`config.mk`:
```
export PLATFORM = sky130hd
export DESIGN_NAME = dcm_lock_sequencer
export DESIGN_NICKNAME = d
export VERILOG_FILES = /design/src/rtl/dcm_lock_sequencer.sv
export SDC_FILE = /design/constraint.sdc
export NUM_CORES = 1
export LEC_CHECK = 0
export ABC_AREA = 0
export BUFFER_PORTS_ARGS = -buffer_cell sky130_fd_sc_hd__buf_2
export CAP_MARGIN = 15
export CORE_ASPECT_RATIO = 1.5
export CORE_MARGIN = 5
export CORE_UTILIZATION = 39
export CTS_CLUSTER_DIAMETER = 50
export DETAILED_ROUTE_END_ITERATION = 8
export PLACE_DENSITY = 0.58
export SKIP_CTS_REPAIR_TIMING = 1
export SLEW_MARGIN = 20
export SYNTH_ARGS = -nofsm -noshare
export SYNTH_HDL_FRONTEND = slang
export SYNTH_SLANG_ARGS = --single-unit
```
`constraint.sdc`:
```
create_clock -name CLK -period 1.8 [get_ports CLK]
set_input_delay 0.09 -clock CLK [delete_from_list [all_inputs] [get_ports CLK]]
set_output_delay 0.09 -clock CLK [all_outputs]
set_load 0.03 [all_outputs]
```
`src/rtl/dcm_lock_sequencer.sv`:
```
// dcm_lock_sequencer
// Reset and lock sequencer for a group of DCM/PLL primitives that share one
// reset line. It pulses the primitives' reset and waits for every LOCKED
// output. If lock does not arrive in time, it retries. Once lock is seen it
// must stay up for a qualification window before the system reset is
// released. The block runs from a free-running reference clock, so it keeps
// working while the DCM outputs are dead.
module dcm_lock_sequencer #(
    parameter int NUM_DCM             = 1,
    parameter int CNT_W               = 16,
    parameter int RST_PULSE_CYCLES    = 4,
    parameter int LOCK_TIMEOUT_CYCLES = 1000,
    parameter int LOCK_STABLE_CYCLES  = 64,
    parameter int MAX_RETRIES         = 3,
    parameter int RETRY_W             = 4,
    parameter int LOSS_W              = 8
) (
    input  logic               CLK,
    input  logic               RST,
    input  logic [NUM_DCM-1:0] locked_in,
    input  logic               force_relock,
    output logic [NUM_DCM-1:0] dcm_rst,
    output logic               rst_out,
    output logic               all_locked,
    output logic               fail,
    output logic [RETRY_W-1:0] retry_count,
    output logic [LOSS_W-1:0]  lock_loss_count
);

    // Sequencer states. RESET_PULSE is also the state held during RST.
    typedef enum logic [2:0] {
        S_RESET_PULSE = 3'd0,
        S_WAIT_LOCK   = 3'd1,
        S_STABLE      = 3'd2,
        S_RUN         = 3'd3,
        S_FAILED      = 3'd4
    } state_t;

    // Terminal counts. The counter starts at zero on state entry, so an
    // N-cycle window ends when the counter reads N-1.
    localparam logic [CNT_W-1:0]   PULSE_LAST   = CNT_W'(RST_PULSE_CYCLES - 1);
    localparam logic [CNT_W-1:0]   TIMEOUT_LAST = CNT_W'(LOCK_TIMEOUT_CYCLES - 1);
    localparam logic [CNT_W-1:0]   STABLE_LAST  = CNT_W'(LOCK_STABLE_CYCLES - 1);
    localparam logic [RETRY_W-1:0] RETRY_LIMIT  = RETRY_W'(MAX_RETRIES);

    state_t             state;
    state_t             next_state;
    logic [CNT_W-1:0]   cnt;
    logic [CNT_W-1:0]   cnt_next;
    logic [RETRY_W-1:0] retry_next;
    logic [LOSS_W-1:0]  loss_next;

    logic [NUM_DCM-1:0] sync_meta;
    logic [NUM_DCM-1:0] sync_out;
    logic               locked_s;

    // Two-flop synchroniser per LOCKED bit. The DCM outputs are asynchronous
    // to CLK. Both stages clear on RST so a restart never sees stale lock.
    always_ff @(posedge CLK) begin
        if (RST) begin
            sync_meta <= '0;
            sync_out  <= '0;
        end else begin
            sync_meta <= locked_in;
            sync_out  <= sync_meta;
        end
    end

    // Lock counts only when every channel reports lock.
    assign locked_s = &sync_out;

    // Next-state logic, including the counter and the retry and loss
    // bookkeeping. force_relock overrides every state transition.
    always_comb begin
        next_state = state;
        retry_next = retry_count;
        loss_next  = lock_loss_count;
        cnt_next   = cnt;

        if (force_relock) begin
            next_state = S_RESET_PULSE;
            retry_next = '0;
        end else begin
            case (state)
                S_RESET_PULSE: begin
                    if (cnt == PULSE_LAST) begin
                        next_state = S_WAIT_LOCK;
                    end
                end
                S_WAIT_LOCK: begin
                    if (locked_s) begin
                        next_state = S_STABLE;
                    end else if (cnt == TIMEOUT_LAST) begin
                        if (retry_count == RETRY_LIMIT) begin
                            next_state = S_FAILED;
                        end else begin
                            retry_next = retry_count + RETRY_W'(1);
                            next_state = S_RESET_PULSE;
                        end
                    end
                end
                S_STABLE: begin
                    if (!locked_s) begin
                        next_state = S_WAIT_LOCK;
                    end else if (cnt == STABLE_LAST) begin
                        next_state = S_RUN;
                    end
                end
                S_RUN: begin
                    if (!locked_s) begin
                        if (lock_loss_count != '1) begin
                            loss_next = lock_loss_count + LOSS_W'(1);
                        end
                        retry_next = '0;
                        next_state = S_RESET_PULSE;
                    end
                end
                S_FAILED: begin
                    next_state = S_FAILED;
                end
                default: begin
                    next_state = S_RESET_PULSE;
                end
            endcase
        end

        // The counter restarts on every state entry. A force_relock also
        // restarts it when the state is already RESET_PULSE, so the pulse
        // runs its full length again. The counter advances only in timed
        // states, so it stays put while in RUN or FAILED.
        if (force_relock || (next_state != state)) begin
            cnt_next = '0;
        end else if ((state == S_RESET_PULSE) || (state == S_WAIT_LOCK) ||
                     (state == S_STABLE)) begin
            cnt_next = cnt + CNT_W'(1);
        end
    end

    // State register, shared counter, and retry and loss counters.
    always_ff @(posedge CLK) begin
        if (RST) begin
            state           <= S_RESET_PULSE;
            cnt             <= '0;
            retry_count     <= '0;
            lock_loss_count <= '0;
        end else begin
            state           <= next_state;
            cnt             <= cnt_next;
            retry_count     <= retry_next;
            lock_loss_count <= loss_next;
        end
    end

    // Registered Moore outputs. They decode the state being entered, so each
    // output register always matches the state register in the same cycle.
    always_ff @(posedge CLK) begin
        if (RST) begin
            dcm_rst    <= '1;
            rst_out    <= 1'b1;
            all_locked <= 1'b0;
            fail       <= 1'b0;
        end else begin
            dcm_rst    <= {NUM_DCM{next_state == S_RESET_PULSE}};
            rst_out    <= (next_state != S_RUN);
            all_locked <= (next_state == S_RUN);
            fail       <= (next_state == S_FAILED);
        end
    end

endmodule
```
==> results_dict.tcl, run 1 <==
set metrics [dict create \
    clock_path_buffers 2 \
    syn_nets 201 \
    violations "negative setup slack" \
    num_io_pins 20 \
    nFillCells 447 \
    remaining_drc_errors 0 \
    grt_max_degree 17 \
    synth_area_leaders "dfxtp_1 (42%), xor2_1 (7.0%), nor2_1 (4.7%)" \
    core_area_um2 4470 \
    first_pass_iters 4 \
    fmax_mhz 513 \
    antenna_found_initial 0 \
    row_count 30 \
    grt.busiest_layer "met2" \
    yosysMostFrequentCell "dfxtp_1" \
    track_usage 0.147 \
    synth_commonest_cells "dfxtp_1 (37), nor2_1 (22), xor2_1 (14), nor3_1 (13)" \
    area.growth.synth_to_final_pct 33.0 \
    synth_top_area_cell "dfxtp_1" \
    slew_viol_final 0 \
    slew_headroom 0.599 \
    wl_per_cell_um 13.8 \
    seq_area_frac_synth 0.420 \
    dominantRegCellSynth "dfxtp_1" \
    leakage_nw 0.949 \
    endpoint_kind "flip-flop" \
    final_layout_size_suffix_gt1_frac 0.362 \
    worst_slack_ps -149 \
    synthCells 194 \
    drt.antenna.violating_nets 0 \
    place.port_buffers 19 \
    critical_path_required_ps 1980 \
    synth_cell_types 45 \
    synth_seq_cells 37 \
    crit_type "flip-flop to flip-flop" \
    yosysWarningCount 0 \
    clock_latency_ps 290 \
    met2_usage 0.275 \
    layout.nets 260 \
    numCtsBuffers 5 \
    power_mw 1.46 \
    cts_tree "done" \
    fin_crit_ps 1950 \
    synth_edf_count 0 \
    grt_pass1_wl_um 6890 \
    finalWeightedCongestion 0.858 \
    avgSynthCellArea_um2 9.08 \
    drt_first_iter_violations 50 \
    finalHoldViolCount 0 \
    status "finished with violations" \
    cts-root-buf "clkbuf_8" \
    path_clk_slew_ps 80 \
    grt.overflow.total 0 \
    fin_setup_tns_ps -2890 \
    die_width_um 64.9 \
    syn_area_um2 1760 \
    hp-class "primary input to flip-flop" \
    viasPerCell 5.34 \
    setup_viol 26 \
    fin_skew_ps 5.41 \
    die_height_um 92.3 \
    drv_cap 0 \
    diodes 0 \
    async_flop_share 0 \
    fin_crit_sh 1.08 \
    gr-usage-met1 0.148 \
    die_area_um2 5990 \
    grtUsageMet3 0.0291 \
    vias 1614 \
    hpwl_um 3160 \
    wirelength_um 4170 \
    synth_top_area_share 0.420 \
    tightest_slew_ps 602 \
    path_max_fanout 5 \
    worstPathArrival_ps 2130 \
    start_util 0.394 \
    grt_pass1_vias 1556 \
    ir_drop_mv 0.443 \
    pre_cts_slack_ps -171 \
    placed_area_um2 2210 \
    rsz0062_at_grt "true" \
    cts.sinks 37 \
    h-tree-depth 2 \
    power_density_nw_per_um2 624 \
    startpoint_type "flip-flop" \
    utilization 0.525 \
    final_area_um2 2340 \
]
-- cell families (layout without fill, tap and decap cells) --
family	after synthesis	count (layout)	synth area share
buf+inv	8	67	0.0220
compound gates	21	22	0.0923
mux	2	2	0.0114
xor+xnor	21	21	0.104
simple gates	102	102	0.328
flops	37	37	0.420
fa+ha+maj	3	3	0.0213
-- where the power goes --
part	leakage (nW)	switching, mW	internal (mW)
combinational	0.602	0.0282	0.0209
clock	0.0445	0.316	0.274
sequential	0.303	0.00205	0.821
-- flip-flops by register name, indices dropped and copies added (netlist names), 3 cells and up --
signal,count
cnt,16
lock_loss_count,8
retry_count,4
state,3
-- layer usage --
layer  vias to the layer above  wire, um
li1                        815         -
met5                         -         0
met3                        11       108
met2                        25      2320
met4                         0       128
met1                       763      1620
-- layout make-up --
| type | instances | area, um^2 | area share |
|---|---|---|---|
| clock buffers | 5 | 68.8 | 0.0294 |
| multi-input cells | 150 | 1040 | 0.445 |
| clock inverters | 3 | 21.3 | 0.00908 |
| repair buffers | 55 | 382 | 0.163 |
| flip-flops and latches | 37 | 753 | 0.321 |
| well taps | 48 | 60.1 | 0.0256 |
| inverters | 4 | 15.0 | 0.00641 |
-- cell usage in the layout (no fill, tap or decap), types with 2 or more instances in the layout --
| cell type | n |
|---|---|
| or4_4 | 2 |
| clkbuf_8 | 5 |
| nand3_1 | 12 |
| inv_1 | 2 |
| a21o_1 | 3 |
| dfxtp_1 | 29 |
| nand2_1 | 12 |
| a21oi_1 | 6 |
| buf_2 | 19 |
| nor3_1 | 13 |
| ha_1 | 2 |
| nand2b_1 | 3 |
| dfxtp_2 | 7 |
| and2_1 | 3 |
| nor4_1 | 2 |
| buf_4 | 34 |
| nor2b_1 | 2 |
| a31oi_4 | 2 |
| nand4_1 | 8 |
| nor2_1 | 21 |
| inv_2 | 2 |
| xnor2_1 | 7 |
| o21ai_0 | 5 |
| and3_1 | 2 |
| xor2_1 | 14 |
| or3_1 | 6 |
| mux2i_1 | 2 |
| or4_1 | 2 |
-- metrics by stage --
stage / cells / hold WS (ps)
after floorplan: 194 / 162
after global placement: 293 / 303
after detailed placement: 293 / 308
after CTS: 301 / -5.30
after global routing: 302 / 4.87
final: 302 / 4.07
-- worst max-delay path: stages (launching register included) --
cell and delay [ps]:
dfxtp_2 330, or4_4 570, or3_2 570, a31oi_4 290, nor3_1 80
-- final timing paths --
path / from / end / slack (ps) / cells past startpoint
min: locked_in / sync_meta / 4 / 2
min reg2reg: sync_meta / locked_s / 450 / 1
max: cnt[13] / cnt[8] / -150 / 4
max reg2reg: cnt[13] / cnt[8] / -150 / 4
Power figures use the tool's default switching activity.
==> run 2: changes to the inputs <==
--- a/config.mk
+++ b/config.mk
@@ -14,6 +14,7 @@
 export CTS_CLUSTER_DIAMETER = 50
 export DETAILED_ROUTE_END_ITERATION = 8
 export PLACE_DENSITY = 0.58
+export SETUP_SLACK_MARGIN = 0.02
 export SKIP_CTS_REPAIR_TIMING = 1
 export SLEW_MARGIN = 20
 export SYNTH_ARGS = -nofsm -noshare
==> run 2 against run 1 <==
  * The run still ends with negative setup slack left
  * Sequential share of layout area shrank 1.8 points
  * Critical path depth increased by 2
  * Non-clock buffer count up 4
  * Global-route usage decreased by 0.16 points
  * Sequential power about the same
  * Utilization up 3.4 points
  * Worst hold slack about the same
  * Largest cell class unchanged
  * Clock-buffer cell count is 1 higher
  * Power rose by 9.5%
  * Highest routed layer unchanged
  * Die area unchanged
==> results_dict.tcl, run 2 (synthesis gave the netlist of run 1 again) <==
set metrics [dict create \
    hpwl_um 3150 \
    cts_tree "done" \
    power_density_nw_per_um2 642 \
    remaining_drc_errors 0 \
    fin_crit_ps 1980 \
    reg2reg_depth 6 \
    reg_top3 "cnt x16, lock_loss_count x8, retry_count x4" \
    start_util 0.394 \
    drt.antenna.violating_nets 0 \
    fin_crit_sh 1.10 \
    tightest_slew_ps 439 \
    status "finished with violations" \
    cts.sinks 37 \
    grt_pass1_wl_um 6780 \
    drv_cap 0 \
    hp-class "primary input to flip-flop" \
    path_clk_slew_ps 80 \
    die_area_um2 5990 \
    path_max_fanout 4 \
    largest_reg_flops 16 \
    track_usage 0.146 \
    wirelength_um 4540 \
    whs_path_depth 2 \
    hold_path.startpoint "locked_in" \
    timing.rr.end "dcm_rst" \
    slew_headroom 0.707 \
    ir_drop_mv 0.385 \
    die_width_um 64.9 \
    viasPerCell 5.33 \
    violations "negative setup slack" \
    grt_pass1_vias 1568 \
    numCtsBuffers 5 \
    area.growth.synth_to_final_pct 41.6 \
    cts-root-buf "clkbuf_8" \
    finalHoldViolCount 0 \
    first_pass_iters 5 \
    layout.nets 264 \
    slew_viol_final 0 \
    final_layout_size_suffix_gt1_frac 0.391 \
    h-tree-depth 2 \
    clock_latency_ps 290 \
    pre_cts_slack_ps -159 \
    rr_startpoint "cnt[12]" \
    placed_area_um2 2210 \
    crit_type "flip-flop to flip-flop" \
    mostFrequentLayoutCell "buf_4" \
    final_area_um2 2490 \
    regMostFlops "cnt" \
    min_to "sync_meta" \
    fin_skew_ps 5.29 \
    r2r_slack_ps -180 \
    place.port_buffers 19 \
    drt_first_iter_violations 66 \
    endpoint_kind "flip-flop" \
    worst_slack_ps -178 \
    grt_max_degree 17 \
    fin_setup_tns_ps -3310 \
    die_height_um 92.3 \
    clock_path_buffers 2 \
    antenna_found_initial 0 \
    finalWeightedCongestion 0.838 \
    diodes 0 \
    wl_per_cell_um 14.8 \
    row_count 30 \
    vias 1631 \
    core_area_um2 4470 \
    leakage_nw 1.01 \
    final_cell_mix "buf_4 (37), dfxtp_1 (29), nor2_1 (22)" \
    worstPathArrival_ps 2220 \
    grt.overflow.total 0 \
    num_io_pins 20 \
    hold_ws_ps 4.16 \
    critical_path_required_ps 2040 \
    fmax_mhz 506 \
    setup_viol 26 \
    power_mw 1.60 \
    rsz0062_at_grt "true" \
    startpoint_type "flip-flop" \
]
## run 2: cell types whose count changed in the layout (fill, tap and decap cells not counted), moves of 2 or more
| cell | delta |
|---|---|
| inv_1 | +2 |
| or3_4 | +2 |
| buf_4 | +3 |
| nor3_2 | +4 |
| inv_2 | -2 |
| nor3_1 | -4 |
## run 2: cell type report
| cell class | instances | area (um^2) |
|---|---|---|
| clock buffer | 6 | 72.6 |
| clock inverter | 2 | 38.8 |
| fill | 412 | 1970 |
| inverter | 4 | 15.0 |
| multi-input combinational | 150 | 1120 |
| sequential | 37 | 756 |
| tap | 48 | 60.1 |
| timing repair buffer | 59 | 429 |
## run 2: worst max-delay path, stage by stage (launching register included)
cell and delay, ps:
dfxtp_2 320, or4_4 560, nor4_4 270, buf_4 180, o32ai_4 130, nor3_4 270
a31o_2 180
## run 2: layer usage
layer	track usage	wire, um	part of all wire
met5	0	0	0
met4	0.0776	102	0.022
met3	0.0413	142	0.031
met2	0.272	2590	0.57
met1	0.139	1710	0.38
## run 2: per-stage QoR
step,utilization,cells
global route,0.559,306
detailed placement,0.495,293
global placement,0.495,293
floorplan,-,194
finish,0.559,306
CTS,0.520,301
## run 2: power breakdown
| part | internal [mW] | switching (mW) | total (mW) |
|---|---|---|---|
| logic | 0.0269 | 0.0332 | 0.0601 |
| clock network | 0.416 | 0.304 | 0.720 |
| registers | 0.819 | 0.00208 | 0.821 |
## run 2: worst max path at each step
stage                     end  slack (ps)  cells past startpoint     from
4_1_cts                cnt[7]        -180                      5  cnt[15]
3_3_place_gp           cnt[8]        -160                      6   cnt[0]
2_1_floorplan  retry_count[2]         -50                      5  cnt[15]
3_5_place_dp           cnt[7]        -160                      5  cnt[15]
5_1_grt               dcm_rst        -230                      6  cnt[12]
6_report              dcm_rst        -180                      6  cnt[12]
==> run 3: changes to the inputs <==
--- a/config.mk
+++ b/config.mk
@@ -15,7 +15,6 @@
 export DETAILED_ROUTE_END_ITERATION = 8
 export PLACE_DENSITY = 0.58
 export SETUP_SLACK_MARGIN = 0.02
-export SKIP_CTS_REPAIR_TIMING = 1
 export SLEW_MARGIN = 20
 export SYNTH_ARGS = -nofsm -noshare
 export SYNTH_HDL_FRONTEND = slang
==> run 3 against run 2 <==
  * The run still ends with negative setup slack left
  * Worst setup slack better by 12 ps
  * Clock power down 0.7%
  * Cell area down 4.4%
  * Die area unchanged
  * Cell count down 0.98%
  * Fmax up 0.60%
  * Routed wire length down 10%
  * Register-to-register slack about the same
  * Largest power group unchanged
==> results_dict.tcl, run 3 (synthesis gave the netlist of run 1 again) <==
set metrics [dict create \
    tightest_slew_ps 357 \
    slew_viol_final 0 \
    pre_cts_slack_ps -159 \
    critical_path_required_ps 1970 \
    slew_headroom 0.762 \
    viasPerCell 5.26 \
    rr_startpoint "cnt[15]" \
    diodes 0 \
    grt.overflow.total 0 \
    crit_type "flip-flop to flip-flop" \
    met2_usage 0.275 \
    reg2reg_depth 5 \
    cts.sinks 37 \
    finalWeightedCongestion 0.838 \
    gr-usage-met1 0.138 \
    crit_family "simple AND/OR/NAND/NOR gates" \
    cts-root-buf "clkbuf_8" \
    endpoint_kind "flip-flop" \
    placedCellCount 293 \
    crit_buf_inv 0 \
    crit_start "cnt[15]" \
    cts_tree "done" \
    worstPathCellList "or4_4 > nor4_4 > o32ai_2 > a31oi_4 > nor3_1" \
    die_area_um2 5990 \
    clock_path_buffers 2 \
    start_util 0.394 \
    row_count 30 \
    final_layout_size_suffix_gt1_frac 0.357 \
    die_width_um 64.9 \
    power_density_nw_per_um2 666 \
    remaining_drc_errors 0 \
    place.port_buffers 19 \
    status "finished with violations" \
    worst_slack_ps -166 \
    final_cell_mix "buf_4 (34), dfxtp_1 (30), nor2_1 (22)" \
    placed_area_um2 2210 \
    grtUsageMet3 0.0413 \
    whs_path_depth 2 \
    hpwl_um 3150 \
    track_usage 0.146 \
    path_max_fanout 9 \
    drt_first_iter_violations 54 \
    largest_reg_flops 16 \
    fin_cells 303 \
    utilization 0.534 \
    wirelength_um 4080 \
    grt_pass1_wl_um 6800 \
    hp-class "primary input to flip-flop" \
    wl_per_cell_um 13.4 \
    path_clk_slew_ps 80 \
    vias 1593 \
    grt.busiest_layer "met2" \
    max_stage_delay_ps 560 \
    core_area_um2 4470 \
    first_pass_iters 4 \
    setup_viol 26 \
    finalHoldViolCount 0 \
    mostFrequentLayoutCell "buf_4" \
    violations "negative setup slack" \
    h-tree-depth 2 \
    die_height_um 92.3 \
    fmax_mhz 509 \
    fin_crit_ps 1970 \
    drt.antenna.violating_nets 0 \
    area.growth.synth_to_final_pct 35.4 \
    final_area_um2 2380 \
    grt_pass1_vias 1582 \
    crit_slowest_cell "or4_4" \
    antenna_found_initial 0 \
    leakage_nw 0.964 \
    numCtsBuffers 5 \
    fin_crit_sh 1.09 \
    ir_drop_mv 0.384 \
    hold_path.startpoint "RST" \
    worstPathArrival_ps 2130 \
    power_mw 1.59 \
    clock_latency_ps 290 \
    fin_skew_ps 9.35 \
    num_io_pins 20 \
    rsz0062_at_grt "true" \
    layout.nets 261 \
    drv_cap 0 \
    nFillCells 418 \
    cp.depth 5 \
    regMostFlops "cnt" \
    startpoint_type "flip-flop" \
    reg_top3 "cnt x16, lock_loss_count x8, retry_count x4" \
    grt_max_degree 17 \
]
run 3: cell types whose count changed in the layout (fill, tap and decap cells not counted), moves of 2 or more:
cell	delta
inv_2	+2
or3_4	-2
nor3_2	-3
buf_4	-3
inv_1	-2
nor3_1	+4
run 3: per-stage QoR:
| stage | TNS (ps) | hold WS [ps] |
|---|---|---|
| final | -3060 | 123 |
| after global routing | -4990 | 121 |
| after CTS | -3420 | 122 |
| after detailed placement | -2930 | 308 |
| after global placement | -2690 | 302 |
| after floorplan | -649 | 162 |
run 3: area by class of cell:
type                       count  area (um^2)  area share
multi-input combinational    149         1040       0.437
sequential                    37          754       0.316
timing repair buffer          57          403       0.169
clock buffer                   6         72.6      0.0304
tap                           48         60.1      0.0252
clock inverter                 2         38.8      0.0163
inverter                       4         15.0     0.00630
run 3: metal layers:
layer | part of all wire | vias to the layer above | wire length (um)
met5 | 0 | - | 0
met4 | 0.026 | 0 | 107
met3 | 0.029 | 9 | 120
met2 | 0.55 | 20 | 2240
met1 | 0.40 | 749 | 1610
li1 | - | 815 | -
run 3: path summary, 6_finish.rpt:
path                              to  slack, ps
setup reg to reg              cnt[7]       -170
hold reg to reg             locked_s        450
hold / removal    lock_loss_count[0]        120
setup / recovery              cnt[7]       -170
run 3: power by group:
group          switching (mW)  total [mW]  internal [mW]
clock                   0.299       0.715          0.416
combinational          0.0283      0.0507         0.0224
sequential            0.00208       0.821          0.819
run 3: what timing repair did:
item / in CTS / in global routing
pin swaps: 0 / 1
resized for setup: 3 / 8
hold buffers: 1 / 0
setup endpoints to repair: 26 / 32
setup buffers: 1 / 0
hold endpoints to repair: 1 / 0
